**src/rtl/mdr_mem_ctrl.sv**
```systemverilog
// mdr_mem_ctrl: memory-side sequencer between the CPU control unit and the
// MAR/MDR/memory trio. Takes one read or write request at a time, strobes the
// MAR and MDR, drives the memory read/write strobes and waits on mem_ready
// for at most TIMEOUT_CYCLES cycles before aborting with timeout_err.
//
// Ports:
//   i_clock        clock, all state updates on the rising edge
//   i_clear        synchronous active-high reset
//   i_rd_req       read request (sampled only in IDLE, wins over i_wr_req)
//   i_wr_req       write request (sampled only in IDLE)
//   i_mem_ready    memory completion handshake (sampled only while waiting)
//   o_mar_enable   MAR load strobe
//   o_mdr_enable   MDR enable
//   o_mdr_read     MDR source select, 1 = Mdatain, 0 = BusMuxOut
//   o_mem_read     memory read strobe
//   o_mem_write    memory write strobe
//   o_busy         high whenever the sequencer is not idle
//   o_done         one-cycle pulse on successful completion
//   o_timeout_err  one-cycle pulse on wait-limit abort
module mdr_mem_ctrl #(
  parameter int unsigned TIMEOUT_CYCLES = 15,
  parameter int unsigned CNT_WIDTH      = 4
) (
  input  logic i_clock,
  input  logic i_clear,
  input  logic i_rd_req,
  input  logic i_wr_req,
  input  logic i_mem_ready,
  output logic o_mar_enable,
  output logic o_mdr_enable,
  output logic o_mdr_read,
  output logic o_mem_read,
  output logic o_mem_write,
  output logic o_busy,
  output logic o_done,
  output logic o_timeout_err
);

  // Count value of the last allowed wait cycle; TIMEOUT_CYCLES may equal
  // 2^CNT_WIDTH, so the limit is held as count-1 to stay within CNT_WIDTH.
  localparam logic [CNT_WIDTH-1:0] LP_CNT_LAST = CNT_WIDTH'(TIMEOUT_CYCLES - 1);

  typedef enum logic [2:0] {
    ST_IDLE    = 3'd0,
    ST_RD_ADDR = 3'd1,
    ST_RD_WAIT = 3'd2,
    ST_WR_ADDR = 3'd3,
    ST_WR_WAIT = 3'd4,
    ST_DONE    = 3'd5,
    ST_ERR     = 3'd6
  } state_t;

  state_t               r_state;
  state_t               w_state_nxt;
  logic [CNT_WIDTH-1:0] r_cnt;
  logic [CNT_WIDTH-1:0] w_cnt_nxt;

  // State and wait-counter registers.
  always_ff @(posedge i_clock) begin
    if (i_clear) begin
      r_state <= ST_IDLE;
      r_cnt   <= '0;
    end else begin
      r_state <= w_state_nxt;
      r_cnt   <= w_cnt_nxt;
    end
  end

  // Next-state and output decode. Outputs are decoded from state, except the
  // MDR capture in RD_WAIT, which follows mem_ready in the same cycle so the
  // MDR latches Mdatain on the completing edge.
  always_comb begin
    w_state_nxt   = r_state;
    w_cnt_nxt     = r_cnt;
    o_mar_enable  = 1'b0;
    o_mdr_enable  = 1'b0;
    o_mdr_read    = 1'b0;
    o_mem_read    = 1'b0;
    o_mem_write   = 1'b0;
    o_busy        = (r_state != ST_IDLE);
    o_done        = 1'b0;
    o_timeout_err = 1'b0;

    case (r_state)
      ST_IDLE: begin
        if (i_rd_req) begin
          w_state_nxt = ST_RD_ADDR;
        end else if (i_wr_req) begin
          w_state_nxt = ST_WR_ADDR;
        end
      end

      ST_RD_ADDR: begin
        o_mar_enable = 1'b1;
        w_cnt_nxt    = '0;
        w_state_nxt  = ST_RD_WAIT;
      end

      ST_RD_WAIT: begin
        o_mem_read = 1'b1;
        if (i_mem_ready) begin
          o_mdr_enable = 1'b1;
          o_mdr_read   = 1'b1;
          w_state_nxt  = ST_DONE;
        end else if (r_cnt == LP_CNT_LAST) begin
          w_state_nxt = ST_ERR;
        end else begin
          w_cnt_nxt = r_cnt + CNT_WIDTH'(1);
        end
      end

      ST_WR_ADDR: begin
        // MAR takes the address and MDR takes BusMuxOut on the same edge.
        o_mar_enable = 1'b1;
        o_mdr_enable = 1'b1;
        w_cnt_nxt    = '0;
        w_state_nxt  = ST_WR_WAIT;
      end

      ST_WR_WAIT: begin
        o_mem_write = 1'b1;
        if (i_mem_ready) begin
          w_state_nxt = ST_DONE;
        end else if (r_cnt == LP_CNT_LAST) begin
          w_state_nxt = ST_ERR;
        end else begin
          w_cnt_nxt = r_cnt + CNT_WIDTH'(1);
        end
      end

      ST_DONE: begin
        o_done      = 1'b1;
        w_state_nxt = ST_IDLE;
      end

      ST_ERR: begin
        o_timeout_err = 1'b1;
        w_state_nxt   = ST_IDLE;
      end

      default: begin
        w_state_nxt = ST_IDLE;
      end
    endcase
  end

endmodule

```
**config.mk**
```make
export PLATFORM = sky130hd
export DESIGN_NAME = mdr_mem_ctrl
export DESIGN_NICKNAME = d
export VERILOG_FILES = /design/src/rtl/mdr_mem_ctrl.sv
export SDC_FILE = /design/constraint.sdc
export NUM_CORES = 1
export LEC_CHECK = 0
export ABC_AREA = 1
export CORE_AREA = 2 2 39 41
export CTS_CLUSTER_SIZE = 12
export DETAILED_ROUTE_END_ITERATION = 8
export DIE_AREA = 0 0 41 43
export PLACE_DENSITY = 0.71
export SETUP_SLACK_MARGIN = 0.5
export SYNTH_ARGS = -nofsm -noshare
export SYNTH_HDL_FRONTEND = slang
export SYNTH_SLANG_ARGS = --single-unit
```
**constraint.sdc**
```tcl
create_clock -name i_clock -period 1.3 [get_ports i_clock]
set_input_delay 0.325 -clock i_clock [delete_from_list [all_inputs] [get_ports i_clock]]
set_output_delay 0.325 -clock i_clock [all_outputs]
set_load 0.02 [all_outputs]
```
Word-level counts from Yosys, hierarchy flattened
Index checks and enable logic that the tools add are counted.
- register bits: 7
- latch bits: 0
- RAM bits: 0
- memory bits (read-only): 0
- input bits: 5
- output and inout port bits: 8
- word-level logic and storage cells: 37
- memories: 0
- add/sub/neg operators: 1
- multiply operators: 0
- divide/modulo/power cells: 0
- order comparisons: 0
- equal/unequal tests: 11
- shift operators: 0
- muxes and demuxes: 16
- bitwise logic cells: 0
- reduce and logical (&&, ||, !) cells: 7
- operators with widths (kind ; count):
    $mux W3 ; 4
    $pmux W3 S4 ; 1
    $eq A3 B3 Y1 const B ; 3
    $mux W4 ; 2
    $pmux W4 S2 ; 1
    $mux W1 ; 7
    $eq A3 B2 Y1 const B ; 2
    $add A4 B1 Y4 const B ; 1
    $eq A4 B4 Y1 const B ; 1
    $ne A2 B2 Y1 const B ; 2
    $reduce_or A2 Y1 ; 2
    $eq A3 B1 Y1 const B ; 1
    $logic_not A3 Y1 ; 1
    $ne A3 B1 Y1 const B ; 1
    $ne A3 B3 Y1 const B ; 1
    $reduce_and A3 Y1 ; 1
    $reduce_bool A3 Y1 ; 1
    $pmux W1 S2 ; 1
    $reduce_and A2 Y1 ; 1
    $reduce_bool A2 Y1 ; 1

Longest topological paths before layout
- depth after elaboration: 4
- mapped depth: 9
- depth with buffers taken out: 9

Worst setup path after synthesis
OpenSTA, ideal clock, no wires.
- kind: reg2out
- from: reg r_state[1]
- to: out o_mdr_enable
- data arrival time: 1.031 ns
- path slack: -0.056 ns
- stages on the path, launching flop included: 3
- path buffers: 0
- cells stage by stage: dfxtp_1 > inv_2 > a211oi_1
- word-level cells in the longest chain between the ends: 2
- elaborated cells between the ends (all ways): 3
- those cells by class: eq/ne (2); mux (1)
- RTL lines (item ; line ; text):
    start, declared ; 53 ; state_t r_state;
    start signal, assigned ; 64 ; r_state <= w_state_nxt;
    $eq A3 B2 Y1 ; 84 ; case (r_state)
    $pmux W1 S2 (*) ; 84 ;
    end, declared ; 30 ; output logic o_mdr_enable,
Mark *: on every way between the ends. The rest lies on a longest branch, timed or not.

Worst setup path after layout
- from: reg r_state[2]
- to: out o_mdr_enable
The elaborated chain is that of the path after synthesis.

==> results.md <==
- Crit path top cell by count: buf_6
- DR vias: 635
- DR WL/cell: 13.0 microns
- Routed vias/inst: 4.96
- Vias in the first global route: 617
- H-Tree Depth: 1
- Measured slew at the worst slew-check pin: 0.235 ns
- Seq pwr share: 0.159
- Clk sink count: 7
- Failing checks: setup timing
- Setup crit start kind: flip-flop
- Hold path depth: 4
- Slew Limit Fails: 0
- Number of max-cap violations: 0
- Cell Pwr Density: 2760 mW/mm^2
- Outcome: complete, but fails checks
- Req. time, crit path: 0.98 ns
- DRC violations left: 0
- Drt total wl: 1.67 mm
- Clock skew: 0.00805 ns
- Synth warn: 0
- Worst IR Drop VDD: 1.55 mV
- First-pass GRT wire length: 2.59 mm
- Final worst setup slack: -0.112 ns
- Post-Syn Area: 520 sq um
- Synth Area in Adders: 0.0481
- Max Fclk: 708 MHz
- Hold-fix buffers, CTS: 0
- Placer's final routability congestion estimate: 0.787
- Final setup viols: 9
- Fillers: 99
- Initial antenna violation count: 0
- Routed Antenna Nets: 0
- CP Capture Type: primary output
- Crit path DAT: 1.09 ns
- Die W: 41 microns
- Largest family of logic cells by synthesized area: simple AND/OR/NAND/NOR gates
- TritonCTS Buffers: 3
- Commonest non-fill, non-tap cell in the layout: buf_4
- Part of the power in combinational logic: 0.773
- HPWL after DPL: 1.12 mm
- Buf+Inv Stages, Crit Path: 2
- Crit share post-route: 1.09
- Endpoints failing hold: 0
- Sw frac: 0.486
- Crit Path Max Fanout: 4
- Core box area: 0.00138 sq mm
- Rows: 14
- Slew HR: 0.843
- Synth Area in XOR/XNOR: 0.0337
- RSZ-0062 raised after global routing: yes
- Post-synthesis mux area share: 0
- Kind of cell adding the most delay to the critical path: flip-flops
- Ys async rst share: 0
- Dominant synthesized flop cell: dfxtp_1
- WS Path Type: reg -> out
- Synth unique cells: 19
- Seq/Total Area, Yosys: 0.269
- DR pass1 iterations: 4
- Grt total ovfl: 0
- Most frequent cells in the layout: buf_4, buf_6, nand2_4
- CTS tree: built
- Hold Crit Class: in -> reg
- Gate Count Post-Synth: 79
- Slowest cell on the critical path: dfxtp_4
- Die span in y: 43 microns
- Clk pwr share: 0.068
- Post-synth EDFFs: 0
- Stages on the worst setup path: 3
- Pre-CTS setup slack: -0.903 ns
- Initial DRC Count: 17
- Nets: 120
- P_leak: 0.488 nW
- Total GRT Usage: 0.222
- Clk slew on worst S/H paths: 0.06 ns
- Net Count, Synth: 86
- Clk root buf: clkbuf_4
- Die area: 0.00176 sq mm
- Clock insertion delay at the later pin of the skew report: 0.26 ns
- Synth Area per Inst: 6.59 sq um
- Synth Register Bits: 7
- Tmin final: 1.41 ns
- Worst-case reg-to-reg path depth: 9
- Max incr delay on CP: 0.37 ns
- Synth Area in Compound Gates: 0.127
- Setup TNS: -0.438 ns
- I/O Buffers: 12
- CP cell instances: buf_6 -> a211oi_4 -> buf_6
- Simple-gate portion of the synthesized area: 0.413
- Layout cell share with drive strength beyond 1: 0.688
- Area delta synth->final: 108%
- Largest net degree at the start of global routing: 7
- N_diodes: 0
- CTS max path bufs: 2
- Initial Util: 0.376
- Int Pwr: 1.54 mW
- I/O Pins: 13
- Sw power: 1.45 mW
==> path summary, 6_finish.rpt <==
| kind | endpoint | from | slack, ns |
|---|---|---|---|
| max | o_mdr_enable | r_state[2] | -0.11 |
| min | r_state[1] | i_mem_ready | 0.52 |
| max reg2reg | r_cnt[3] | r_state[0] | -0.01 |
| min reg2reg | r_cnt[1] | r_cnt[1] | 0.54 |
==> cells by family (layout without fill, tap and decap cells) <==
group | Yosys count | after routing
adder cells (fa/ha/maj) | 2 | 2
buffers and inverters | 15 | 48
flip-flops | 7 | 7
XOR/XNOR | 2 | 2
AO/OA/AOI/OAI | 10 | 10
AND/OR/NAND/NOR | 43 | 43
==> stage by stage <==
stage / hold slack (ns) / power [mW] / instances / instance area, sq um / utilization
after global routing: 0.545 / 3.20 / 128 / 1080 / 0.782
after global placement: 0.539 / 2.27 / 119 / 906 / 0.655
final: 0.524 / 2.99 / 128 / 1080 / 0.782
after floorplan: 0.393 / 1.63 / 79 / 663 / -
after detailed placement: 0.543 / 2.31 / 119 / 906 / 0.655
after CTS: 0.517 / 2.92 / 128 / 1060 / 0.767
==> repair_timing <==
| action | CTS | global route |
|---|---|---|
| pin swaps | 11 | 4 |
| setup buffers | 5 | 0 |
| resized for setup | 70 | 4 |
| endpoints found under the hold margin | 0 | 0 |
| setup endpoints to repair | 15 | 15 |
==> flip-flops by register name (all words and copies together), names as in the netlist <==
| register | cells |
|---|---|
| r_state | 3 |
| r_cnt | 4 |
==> routing by layer <==
layer,track usage,part of all wire,up-vias
li1,-,-,316
met1,0.249,0.39,294
met2,0.375,0.55,18
met3,0.0366,0.036,7
met4,0.113,0.023,0
met5,0,0,-
==> power by group through the flow <==
stage	sequential (mW)	clock, mW	combinational [mW]
2_1_floorplan	0.490	0	1.14
3_3_place_gp	0.490	0	1.78
3_5_place_dp	0.491	0	1.82
4_1_cts	0.471	0.206	2.25
5_1_grt	0.486	0.219	2.49
6_report	0.475	0.203	2.31
==> cell type report <==
class	instances	area, sq um	area share
inverters	15	81.3	0.0751
flip-flops and latches	7	154	0.142
well taps	16	20.0	0.0185
clock buffers	4	26.3	0.0243
multi-input cells	57	509	0.471
repair buffers	29	292	0.269
==> Yosys cell counts (2+ instances only) <==
cell	n	area (sq um)
nand2_1	16	60.1
inv_1	13	48.8
nor2_1	10	37.5
dfxtp_1	7	140
a21oi_1	6	30.0
nand3_1	6	30.0
nand3_2	3	30.0
ha_1	2	25.0
inv_2	2	7.51
nand2_2	2	12.5
nand2_4	2	22.5
nor2_2	2	12.5
nor3_1	2	10.0
==> worst register-to-register path, cell delays in order, from the launching register on <==
cell	delay [ns]
dfxtp_4	0.37
inv_8	0.09
nand3_4	0.11
buf_4	0.16
nand2_4	0.10
o21ai_4	0.10
nand2_2	0.09
nand2_1	0.05
nand2_1	0.08
nor2_2	0.05
Note: power is estimated with default switching activity, not from simulation.
==> RTL edit (same flow settings) <==
The 7 states of `state_t` get a Gray code encoding in 3 bits.
--- a/src/rtl/mdr_mem_ctrl.sv
+++ b/src/rtl/mdr_mem_ctrl.sv
@@ -42,11 +42,11 @@
 
   typedef enum logic [2:0] {
-    ST_IDLE    = 3'd0,
-    ST_RD_ADDR = 3'd1,
-    ST_RD_WAIT = 3'd2,
-    ST_WR_ADDR = 3'd3,
-    ST_WR_WAIT = 3'd4,
-    ST_DONE    = 3'd5,
-    ST_ERR     = 3'd6
+    ST_IDLE    = 3'b000,
+    ST_RD_ADDR = 3'b001,
+    ST_RD_WAIT = 3'b011,
+    ST_WR_ADDR = 3'b010,
+    ST_WR_WAIT = 3'b110,
+    ST_DONE    = 3'b111,
+    ST_ERR     = 3'b101
   } state_t;
 
Function: no difference found for any inputs over 10 cycles, from zero or initial values; not proved beyond that.
==> RTL edit against the unedited design <==
  * The flow still finishes with violations (setup timing)
  * Power down 18%
  * Synthesized area down 3.8%
  * Setup slack better by 15 ps
  * Synthesized cell count up 3.8%
  * Largest power group unchanged
  * Final area down 9.7%
  * Sequential cell count unchanged
  * Combinational power down 26%
  * Clock skew down 2.8 ps
  * Routed wire length down 20%
  * Non-clock buffer count down 2
  * Worst hold slack worse by 8.7 ps
==> RTL edit: results (changes against the unedited design) <==
metric	value	unit	change
Post-Syn Nets	89		+3.5%
failing checks	setup timing		
Synth Area in Adders	0.0500		+0.00192
status	finished, violations left		
skew final	5.28	ps	-2.77 ps
sequential share of the synthesized area	0.280		+0.0108
setup tns final	-434	ps	+3.68 ps
DR vias/cell	4.79		-3.4%
layout cells sized above 1	0.549		-0.139
compound-cell area share of the yosys netlist	0.130		+0.00260
routability cong.	0.763		-3.0%
final net count	121		+0.83%
pre-CTS setup slack	-672	ps	+231 ps
xor/xnor share of the synthesized area	0		-0.0337
static leakage	0.442	nW	-9.3%
Mean Syn Cell Area	6.10	um^2	-7.4%
min-delay worst type	register to register		
critical path fanouts, max	5		+1
final setup vio count	12		+3
worst setup margin	-96.4	ps	+15.2 ps
largest net degree at the start of global routing	9		+2
CP Data Arrival Time	1070	ps	-20 ps
first-pass GRT wire length	2.10	mm	-19%
fillers	121		+22%
post-DP HPWL	967	um	-14%
Routed WL per cell	10.3	um	-21%
Max VDD drop	0.00138	V	-11%
1st-iter DRT viols	7		-10
RTL edit: cell count changes in the layout (fill, tap and decap cells not counted), sizes merged:
| cell | change |
|---|---|
| dlygate4sd2 | +1 |
| xnor2 | -1 |
| a211oi | -1 |
| inv | -1 |
| o21a | +1 |
| nand2 | +6 |
| buf | -2 |
| clkdlybuf4s15 | -1 |
| o211ai | -1 |
| nor3 | -1 |
| a21oi | -2 |
| xor2 | -1 |
| o21ai | +4 |
RTL edit: per-layer routing:
layer | routed length [um] | share of wire | global-route usage
met4 | 25 | 0.019 | 0.140
met3 | 55 | 0.041 | 0.0157
met2 | 718 | 0.54 | 0.263
met1 | 536 | 0.40 | 0.231
met5 | 0 | 0 | 0
RTL edit: final cells by class:
class / instances / area [um^2] / share of cell area
inverters: 14 / 62.6 / 0.0640
repair buffers: 27 / 256 / 0.262
clock buffers: 4 / 26.3 / 0.0269
well taps: 16 / 20.0 / 0.0205
flip-flops and latches: 7 / 154 / 0.157
multi-input cells: 61 / 458 / 0.469
RTL edit: cell families after synthesis:
| family | Yosys count |
|---|---|
| compound gates | 11 |
| fa+ha+maj | 2 |
| buf+inv | 14 |
| flops | 7 |
| simple gates | 48 |
RTL edit: worst max-delay path, cell delays in order (launching register included):
cell	delay [ps]
dfxtp_4	370
inv_6	90
nand3_4	100
o21ai_4	130
buf_6	130
RTL edit: where the power goes:
group | leakage, nW | internal (mW) | switching (mW)
combinational | 0.367 | 0.835 | 0.874
clock | 0.0150 | 0.117 | 0.0825
sequential | 0.0602 | 0.345 | 0.203
RTL edit: final timing paths:
path         cells after the start  slack (ps)           end  startpoint
max                              4        -100  o_mdr_enable  r_state[2]
min                              2         520      r_cnt[3]    r_cnt[3]
max reg2reg                      9         -20      r_cnt[1]  r_state[2]
min reg2reg                      2         520      r_cnt[3]    r_cnt[3]
RTL edit: what timing repair did:
| item | in CTS | in global routing |
|---|---|---|
| pin swaps | 4 | 6 |
| setup buffers | 4 | 2 |
| setup endpoints to repair | 15 | 15 |
| resized for setup | 57 | 11 |
RTL edit: per-stage QoR:
step | area, um^2 | hold WS (ps)
global route | 977 | 578
detailed placement | 823 | 513
floorplan | 616 | 384
CTS | 910 | 520
finish | 977 | 515
global placement | 823 | 505
